==> src/rtl/lsu_pkg.sv <==
// Shared encodings and helpers for the LSU bus master: size codes, FSM states,
// byte-strobe / lane-replication generation and the alignment check.
package lsu_pkg;

    localparam logic [1:0] SZ_BYTE = 2'd0;
    localparam logic [1:0] SZ_HALF = 2'd1;
    localparam logic [1:0] SZ_WORD = 2'd2;
    localparam logic [1:0] SZ_ILL  = 2'd3;

    typedef enum logic [1:0] {
        ST_IDLE = 2'd0,
        ST_BUS  = 2'd1,
        ST_RESP = 2'd2
    } lsu_state_e;

    function automatic logic [3:0] gen_strobe(input logic [1:0] size, input logic [1:0] addr_lo);
        logic [3:0] s;
        case (size)
            SZ_BYTE: s = 4'b0001 << addr_lo;
            SZ_HALF: s = 4'b0011 << {addr_lo[1], 1'b0};
            SZ_WORD: s = 4'b1111;
            default: s = 4'b0000;
        endcase
        return s;
    endfunction

    function automatic logic [31:0] gen_wdata(input logic [1:0] size, input logic [31:0] wdata);
        logic [31:0] w;
        case (size)
            SZ_BYTE: w = {4{wdata[7:0]}};
            SZ_HALF: w = {2{wdata[15:0]}};
            default: w = wdata;
        endcase
        return w;
    endfunction

    // Illegal size is folded in so the accept path has a single reject condition.
    function automatic logic is_misaligned(input logic [1:0] size, input logic [1:0] addr_lo);
        logic m;
        case (size)
            SZ_BYTE: m = 1'b0;
            SZ_HALF: m = addr_lo[0];
            SZ_WORD: m = (addr_lo != 2'b00);
            default: m = 1'b1;
        endcase
        return m;
    endfunction

endpackage

==> src/rtl/lsu_load_align.sv <==
// Load-data alignment: pick the addressed byte/half lane out of the memory
// word and sign- or zero-extend it to 32 bits.
module lsu_load_align
    import lsu_pkg::*;
(
    input  logic [31:0] rdata,
    input  logic [1:0]  addr_lo,
    input  logic [1:0]  size,
    input  logic        is_unsigned,
    output logic [31:0] data
);

    logic [7:0]  byte_v;
    logic [15:0] half_v;

    always_comb begin
        byte_v = rdata[{addr_lo, 3'b000} +: 8];
        half_v = rdata[{addr_lo[1], 4'b0000} +: 16];
        case (size)
            SZ_BYTE: data = {{24{~is_unsigned & byte_v[7]}}, byte_v};
            SZ_HALF: data = {{16{~is_unsigned & half_v[15]}}, half_v};
            default: data = rdata;
        endcase
    end

endmodule

==> src/rtl/lsu_bus_master.sv <==
// Single-outstanding load/store initiator for the word-addressed data memory.
// Optional bus timeout is enabled by defining LSU_TIMEOUT_EN.
module lsu_bus_master
    import lsu_pkg::*;
#(
    parameter int ADDR_W         = 32,
    parameter int TIMEOUT_CYCLES = 256
) (
    input  logic              clk,
    input  logic              rst_n,
    input  logic              req_valid,
    output logic              req_ready,
    input  logic              req_we,
    input  logic [1:0]        req_size,
    input  logic              req_unsigned,
    input  logic [ADDR_W-1:0] req_addr,
    input  logic [31:0]       req_wdata,
    output logic              resp_valid,
    output logic [31:0]       resp_rdata,
    output logic              resp_err,
    output logic              mem_req,
    output logic              mem_we,
    output logic [ADDR_W-1:0] mem_addr,
    output logic [3:0]        mem_wstrb,
    output logic [31:0]       mem_wdata,
    input  logic [31:0]       mem_rdata,
    input  logic              mem_ack
);

    lsu_state_e        state_q, state_d;
    logic              mem_req_q, mem_req_d;
    logic              mem_we_q, mem_we_d;
    logic [ADDR_W-1:0] mem_addr_q, mem_addr_d;
    logic [3:0]        mem_wstrb_q, mem_wstrb_d;
    logic [31:0]       mem_wdata_q, mem_wdata_d;
    logic              resp_valid_q, resp_valid_d;
    logic              resp_err_q, resp_err_d;
    logic [31:0]       resp_rdata_q, resp_rdata_d;
    logic [1:0]        lane_q, lane_d;
    logic [1:0]        size_q, size_d;
    logic              uns_q, uns_d;
    logic [31:0]       load_data;

`ifdef LSU_TIMEOUT_EN
    localparam int TMO_W = (TIMEOUT_CYCLES > 1) ? $clog2(TIMEOUT_CYCLES) : 1;
    localparam logic [TMO_W-1:0] TMO_MAX = TMO_W'(TIMEOUT_CYCLES - 1);
    logic [TMO_W-1:0] tmo_q, tmo_d;
`else
    logic unused_tmo;
    assign unused_tmo = (TIMEOUT_CYCLES > 0);
`endif

    lsu_load_align u_align (
        .rdata       (mem_rdata),
        .addr_lo     (lane_q),
        .size        (size_q),
        .is_unsigned (uns_q),
        .data        (load_data)
    );

    always_comb begin
        state_d      = state_q;
        mem_req_d    = mem_req_q;
        mem_we_d     = mem_we_q;
        mem_addr_d   = mem_addr_q;
        mem_wstrb_d  = mem_wstrb_q;
        mem_wdata_d  = mem_wdata_q;
        resp_valid_d = 1'b0;
        resp_err_d   = resp_err_q;
        resp_rdata_d = resp_rdata_q;
        lane_d       = lane_q;
        size_d       = size_q;
        uns_d        = uns_q;
`ifdef LSU_TIMEOUT_EN
        tmo_d        = tmo_q;
`endif
        case (state_q)
            ST_IDLE: begin
                if (req_valid) begin
                    lane_d = req_addr[1:0];
                    size_d = req_size;
                    uns_d  = req_unsigned;
                    if (is_misaligned(req_size, req_addr[1:0])) begin
                        state_d      = ST_RESP;
                        resp_valid_d = 1'b1;
                        resp_err_d   = 1'b1;
                        resp_rdata_d = 32'h0;
                    end else begin
                        state_d     = ST_BUS;
                        mem_req_d   = 1'b1;
                        mem_we_d    = req_we;
                        mem_addr_d  = {req_addr[ADDR_W-1:2], 2'b00};
                        mem_wstrb_d = req_we ? gen_strobe(req_size, req_addr[1:0]) : 4'b0000;
                        mem_wdata_d = req_we ? gen_wdata(req_size, req_wdata) : 32'h0;
`ifdef LSU_TIMEOUT_EN
                        tmo_d       = '0;
`endif
                    end
                end
            end
            ST_BUS: begin
                if (mem_ack) begin
                    state_d      = ST_RESP;
                    mem_req_d    = 1'b0;
                    mem_we_d     = 1'b0;
                    mem_wstrb_d  = 4'b0000;
                    resp_valid_d = 1'b1;
                    resp_err_d   = 1'b0;
                    resp_rdata_d = mem_we_q ? 32'h0 : load_data;
                end
`ifdef LSU_TIMEOUT_EN
                else if (tmo_q == TMO_MAX) begin
                    state_d      = ST_RESP;
                    mem_req_d    = 1'b0;
                    mem_we_d     = 1'b0;
                    mem_wstrb_d  = 4'b0000;
                    resp_valid_d = 1'b1;
                    resp_err_d   = 1'b1;
                    resp_rdata_d = 32'h0;
                end else begin
                    tmo_d = tmo_q + 1'b1;
                end
`endif
            end
            ST_RESP: state_d = ST_IDLE;
            default: state_d = ST_IDLE;
        endcase
    end

    always_ff @(posedge clk) begin
        if (!rst_n) begin
            state_q      <= ST_IDLE;
            mem_req_q    <= 1'b0;
            mem_we_q     <= 1'b0;
            mem_addr_q   <= '0;
            mem_wstrb_q  <= 4'b0000;
            mem_wdata_q  <= 32'h0;
            resp_valid_q <= 1'b0;
            resp_err_q   <= 1'b0;
            resp_rdata_q <= 32'h0;
            lane_q       <= 2'b00;
            size_q       <= SZ_WORD;
            uns_q        <= 1'b0;
`ifdef LSU_TIMEOUT_EN
            tmo_q        <= '0;
`endif
        end else begin
            state_q      <= state_d;
            mem_req_q    <= mem_req_d;
            mem_we_q     <= mem_we_d;
            mem_addr_q   <= mem_addr_d;
            mem_wstrb_q  <= mem_wstrb_d;
            mem_wdata_q  <= mem_wdata_d;
            resp_valid_q <= resp_valid_d;
            resp_err_q   <= resp_err_d;
            resp_rdata_q <= resp_rdata_d;
            lane_q       <= lane_d;
            size_q       <= size_d;
            uns_q        <= uns_d;
`ifdef LSU_TIMEOUT_EN
            tmo_q        <= tmo_d;
`endif
        end
    end

    assign req_ready  = (state_q == ST_IDLE);
    assign mem_req    = mem_req_q;
    assign mem_we     = mem_we_q;
    assign mem_addr   = mem_addr_q;
    assign mem_wstrb  = mem_wstrb_q;
    assign mem_wdata  = mem_wdata_q;
    assign resp_valid = resp_valid_q;
    assign resp_err   = resp_err_q;
    assign resp_rdata = resp_rdata_q;

endmodule

==> config.mk <==
export PLATFORM = sky130hd
export DESIGN_NAME = lsu_bus_master
export DESIGN_NICKNAME = d
export VERILOG_FILES = /design/src/rtl/lsu_pkg.sv /design/src/rtl/lsu_load_align.sv /design/src/rtl/lsu_bus_master.sv
export SDC_FILE = /design/constraint.sdc
export NUM_CORES = 1
export LEC_CHECK = 0
export CORE_MARGIN = 2
export CORE_UTILIZATION = 46
export DETAILED_ROUTE_END_ITERATION = 7
export PLACE_DENSITY = 0.84
export RECOVER_POWER = 50
export REMOVE_ABC_BUFFERS = 1
export SLEW_MARGIN = 10
export SYNTH_ARGS = -nofsm -noshare
export SYNTH_HDL_FRONTEND = slang
export SYNTH_SLANG_ARGS = --single-unit
==> constraint.sdc <==
create_clock -name clk -period 4.13 [get_ports clk]
set_input_delay 0.6195 -clock clk [delete_from_list [all_inputs] [get_ports clk]]
set_output_delay 0.6195 -clock clk [all_outputs]
set_load 0.005 [all_outputs]
==> results of run 1 <==
[through the flow]
step	util, %	total power, mW	std cells
after detailed placement	67.9	1.56	875
after CTS	69.7	2.20	890
after global placement	67.9	1.55	875
final	69.6	2.17	890
after global routing	69.6	2.27	890
after floorplan	-	1.30	527
[synthesized netlist by cell type (4+ instances only)]
master       n
nand2_1    130
dfxtp_1    109
a21boi_0    61
clkbuf_1    32
o21ai_0     29
mux2_2      21
inv_1       19
nand3_1     19
a211o_1     16
a22oi_1     16
a21oi_1     14
mux2i_1     11
nor2b_1     10
nand2b_1     8
buf_2        7
o21a_1       7
nor2_1       6
a21boi_1     5
a222oi_1     5
a22o_1       5
nor3_1       4
o2bb2ai_1    4
[how the worst min path moves through the flow]
stage	startpoint	endpoint	slack (ns)	cells past startpoint
6_report	mem_wdata[30]	mem_wdata[30]	0.45	2
5_1_grt	mem_wdata[30]	mem_wdata[30]	0.47	2
4_1_cts	mem_wdata[30]	mem_wdata[30]	0.45	2
3_5_place_dp	resp_rdata[7]	resp_rdata[7]	0.44	2
3_3_place_gp	resp_rdata[2]	resp_rdata[2]	0.44	2
2_1_floorplan	mem_wdata[25]	mem_wdata[25]	0.45	2
[worst max-delay path, cell delays in order]
cell           delay [ns]
dlygate4sd3_1        0.57
nor3b_1              0.93
o21a_2               0.70
buf_4                0.36
nand3_1              0.12
a21boi_0             0.27
[layer usage]
| metal | global-route usage [%] | up-vias | wire [um] |
|---|---|---|---|
| met1 | 30.6 | 2200 | 6010 |
| li1 | - | 2337 | - |
| met5 | 0 | - | 0 |
| met3 | 9.44 | 21 | 1480 |
| met4 | 8.06 | 0 | 267 |
| met2 | 43.9 | 210 | 7150 |
[area by class of cell]
| type | count | area, um^2 |
|---|---|---|
| Fill cell | 803 | 3140 |
| Multi-Input combinational cell | 399 | 2470 |
| Sequential cell | 109 | 2180 |
| Timing Repair Buffer | 212 | 2100 |
| Tap cell | 136 | 170 |
| Clock buffer | 11 | 141 |
| Inverter | 19 | 71.3 |
| Clock inverter | 4 | 48.8 |
[power by group]
group	total, mW	leakage, nW	switching [mW]	internal, mW
logic	0.394	1.99	0.174	0.220
registers	1.13	0.885	0.0371	1.09
clock network	0.646	0.0992	0.353	0.294
[state kept, by name, indices dropped and copies added (netlist names)]
signal      count
lane_q          2
mem_addr       30
mem_req         1
mem_wdata      32
mem_we          1
mem_wstrb       4
resp_err        1
resp_rdata     32
resp_valid      1
size_q          2
state_q         2
uns_q           1
[kinds of logic after synthesis]
group / count (synthesis) / share of synthesized area (%)
compound gates: 171 / 25.2
flops: 109 / 44.4
mux: 32 / 7.06
buf+inv: 63 / 5.45
simple gates: 194 / 17.8
other cells: 1 / 0.0763
==> impl_metrics.yaml, run 1 <==
sta:
  rsz0062_at_grt: "no"
  setup-tns-final_ns: 0
  post-route-period-util_pct: 79.8
  relSlewSlack_pct: 23.3
  setup_slack_ns: 0.832
  finClkSkew_ns: 0.00704
  finalHoldViolCount: 0
  timing.fmax_mhz: 303
  slew_viol_final: 0
  setup_viol: 0
  hold_slack_ns: 0.448
  worst_pin_slew_ns: 1.15
  fin_crit_ns: 3.30
logic_synthesis:
  yosys_warnings: 0
  synth-edff-count: 0
  synth_largest_area_cell: "dfxtp_1"
  ys_seq_area_share_pct: 44.4
  ys.flop_type: "dfxtp_1"
  syn_area_um2: 4910
  ys_async_sr_fraction_pct: 0
  yosysUniqueCellTypes: 43
  synth_top_area_share_pct: 44.4
  synth.area.top_cells: "dfxtp_1 44%, nand2_1 9.9%, a21boi_0 9.3%, mux2_2 4.8%, o21ai_0 3.0%"
  syn_inst: 570
  syn_avg_cell_area_um2: 8.62
  synth_seq_cells: 109
detailed_routing:
  wl_mm: 14.9
  via_count: 4768
  drtAntennaViolNets: 0
  vias_per_cell: 5.36
  drtIter0Drc: 290
  post_drt_wl_per_cell_um: 16.8
  drtPass1Iterations: 5
  drc: 0
worst_setup_path:
  worstSetupPathType: "in2reg"
  crit_arrival_ns: 3.58
  end_kind: "register"
  endpoint: "mem_wdata[17]"
  r2r_start: "state_q[0]"
  crit_fanout: 32
  r2r-end: "mem_wdata[17]"
  setup.worst_path.start_class: "input port"
  r2r_cells: 5
  cp_data_required_time_ns: 4.42
  rrSetupSlack_ns: 1.28
  crit_start: "req_valid"
clock_tree:
  insertion_delay_ns: 0.37
  clock_path_buffers: 2
  cts_buffers: 9
  numClockSinks: 109
  cts_setup_buffers: 0
  cts.reportedPaths.clkPinSlew_ns: 0.10
  postCtsHoldBufs: 0
  cts_tree: "yes"
  root_buffer: "clkbuf_8"
  htreeDepth: 3
  cts_resized: 0
grt:
  grt_max_degree: 81
  grtUsageTotal_pct: 25.9
  grt_pass1_vias: 4714
  overflow: 0
  grt_antenna_before_repair: 0
  grt_pass1_wl_mm: 23.7
power_and_ir_drop:
  vdd_drop_max_uv: 187
  p_leak_nw: 2.97
  p_per_area_nw_per_um2: 302
floorplan:
  ios: 209
  die_area_um2: 11500
  coreArea_um2: 10300
  num_rows: 37
  die_h_um: 107
  initial_utilization_pct: 47.6
  die_w_um: 107
cells_and_area:
  drive_gt1_share_pct: 6.37
  fin_nets: 854
  areaGrowthSynthToFinish_pct: 46.3
  final_cell_mix: "130 x nand2_1, 109 x dfxtp_1, 103 x clkdlybuf4s50_1, 102 x dlygate4sd3_1, 61 x a21boi_0"
  post-route-cell-area_um2: 7190
  diodes: 0
  final_common_cell: "nand2_1"
placement:
  dp_hpwl_mm: 10.6
  gp_congestion: 0.816
  pre_cts_slack_ns: 0.774
  placed_cell_area_um2: 7010
  portBuffers: 206
min_path:
  hold_path.class: "reg2reg"
job:
  max_cap_violations: 0
outcome:
  status: "complete, no violations"
Power figures use the tool's default switching activity.
==> inputs of run 2 (changes only) <==
--- a/config.mk
+++ b/config.mk
@@ -6,9 +6,9 @@
 export NUM_CORES = 1
 export LEC_CHECK = 0
 export CORE_MARGIN = 2
-export CORE_UTILIZATION = 46
+export CORE_UTILIZATION = 43
 export DETAILED_ROUTE_END_ITERATION = 7
-export PLACE_DENSITY = 0.84
+export PLACE_DENSITY = 0.79
 export RECOVER_POWER = 50
 export REMOVE_ABC_BUFFERS = 1
 export SLEW_MARGIN = 10
==> constraint.sdc (replaced) <==
create_clock -name clk -period 3.05 [get_ports clk]
set_input_delay 0.4575 -clock clk [delete_from_list [all_inputs] [get_ports clk]]
set_output_delay 0.4575 -clock clk [all_outputs]
set_load 0.005 [all_outputs]
==> run 2 against run 1 <==
Clock skew down 0.0034 ns; register-to-register slack lost 0.60 ns; utilization down 4.2 points; combinational power is 41% higher; critical endpoint is now resp_rdata[25].
==> impl_metrics.yaml, run 2 (synthesis gave the netlist of run 1 again) <==
sta:
  worst_pin_slew_ns: 1.22
  finClkSkew_ns: 0.00360
  setup_viol: 0
  setup_slack_ns: 0.615
  rsz0062_at_grt: "no"
  slew_viol_final: 0
  relSlewSlack_pct: 18.9
  post-route-period-util_pct: 79.8
  finalHoldViolCount: 0
  fin_crit_ns: 2.43
  timing.fmax_mhz: 411
worst_setup_path:
  cp_data_required_time_ns: 3.33
  crit_buf_inv: 2
  cpMaxStageDelayCell: "o311a_1"
  worstSetupPathType: "in2reg"
  crit_fanout: 32
  slowest_delay_ns: 0.98
  setup.worst_path.start_class: "input port"
  end_kind: "register"
  cp_top_family: "compound AO/OA/AOI/OAI gates"
  crit_arrival_ns: 2.72
  worstPathCellList: "dlygate4sd3_1 > a21oi_1 > buf_4 > o311a_1 > a22oi_1 > nand2_1"
detailed_routing:
  met1_length_mm: 6.18
  drtPass1Iterations: 6
  drc: 0
  wl_mm: 14.9
  drtAntennaViolNets: 0
  vias_per_cell: 5.34
  top_layer: "met5"
  wl_met3_mm: 1.55
  post_drt_wl_per_cell_um: 16.4
  drtIter0Drc: 275
  wl_met2_mm: 6.86
  via_count: 4837
cells_and_area:
  final_common_cell: "nand2_1"
  post-route-cell-area_um2: 7380
  final_cell_mix: "130 x nand2_1, 109 x dfxtp_1, 104 x clkdlybuf4s50_1, 101 x dlygate4sd3_1, 61 x a21boi_0"
  areaGrowthSynthToFinish_pct: 50.2
  fin_nets: 862
  drive_gt1_share_pct: 7.09
  fillers: 929
  final_util_pct: 65.5
grt:
  grtUsageTotal_pct: 24.0
  overflow: 0
  grt_pass1_wl_mm: 24.2
  grt_antenna_before_repair: 2
  grt_max_degree: 69
  grt_pass1_vias: 4772
clock_tree:
  cts.reportedPaths.clkPinSlew_ns: 0.07
  insertion_delay_ns: 0.34
  htreeDepth: 3
  postCtsHoldBufs: 0
  cts_setup_buffers: 0
  numClockSinks: 109
  cts_resized: 0
  cts_tree: "yes"
  cts_buffers: 9
  root_buffer: "clkbuf_16"
  clock_path_buffers: 2
power_and_ir_drop:
  p_leak_nw: 3.06
  p_per_area_nw_per_um2: 439
  p_seq_share_pct: 47.0
  p_sw_share_pct: 24.6
  p_clk_share_pct: 35.9
  p_comb_share_pct: 17.1
  p_int_mw: 2.44
  p_sw_uw: 797
  vdd_drop_max_uv: 299
floorplan:
  die_h_um: 111
  die_w_um: 111
  initial_utilization_pct: 43.6
  die_area_um2: 12300
  num_rows: 39
  coreArea_um2: 11300
  ios: 209
placement:
  dp_hpwl_mm: 10.8
  placed_cell_area_um2: 7100
  portBuffers: 206
  gp_congestion: 0.840
  pre_cts_slack_ns: 0.411
outcome:
  status: "complete, no violations"
job:
  max_cap_violations: 0
min_path:
  hold_path.class: "in2reg"
==> run 2: cell types whose count changed in the layout (fill, tap and decap cells not counted), sizes merged <==
cell | before | now
clkbuf | 11 | 13
clkdlybuf4s50 | 103 | 104
diode | 0 | 1
dlygate4sd3 | 102 | 101
buf | 7 | 13
==> run 2: layout make-up <==
class / instances / area [um^2] / area share, %
multi-input combinational: 399 / 2470 / 33.5
sequential: 109 / 2180 / 29.6
timing repair buffer: 220 / 2180 / 29.5
clock buffer: 11 / 243 / 3.29
tap: 143 / 179 / 2.42
inverter: 19 / 71.3 / 0.967
clock inverter: 4 / 48.8 / 0.661
antenna: 1 / 2.50 / 0.0339
==> run 2: stage by stage <==
step	setup TNS [ns]	instances	hold WS, ns	power, mW
floorplan	-31.95	527	0.447	1.77
global placement	0	890	0.433	2.12
detailed placement	0	890	0.450	2.13
CTS	0	905	0.394	3.29
global route	0	906	0.411	3.39
finish	0	906	0.402	3.24
==> run 2: worst register-to-register path, delay by kind of cell, from the launching register on <==
kind | cells | cell delay, ns
compound gates | 2 | 1.17
simple gates | 2 | 0.68
flops | 1 | 0.46
==> run 2: worst paths after layout <==
kind | startpoint | end | slack, ns | depth (start not counted)
max | req_size[0] | resp_rdata[25] | 0.62 | 6
min | rst_n | size_q[1] | 0.40 | 2
max reg2reg | size_q[0] | resp_rdata[25] | 0.68 | 4
min reg2reg | mem_wdata[25] | mem_wdata[25] | 0.45 | 2
==> run 2: layer usage <==
metal | GRT usage (%) | up-vias
met1 | 28.0 | 2249
met5 | 0 | -
met3 | 10.1 | 20
li1 | - | 2359
met4 | 8.50 | 2
met2 | 39.6 | 207
==> run 2: power by group through the flow <==
| stage | registers [mW] | logic [mW] | clock network, mW |
|---|---|---|---|
| global route | 1.53 | 0.603 | 1.26 |
| global placement | 1.55 | 0.564 | 0 |
| floorplan | 1.56 | 0.209 | 0 |
| detailed placement | 1.56 | 0.573 | 0 |
| CTS | 1.52 | 0.577 | 1.20 |
| finish | 1.52 | 0.554 | 1.16 |
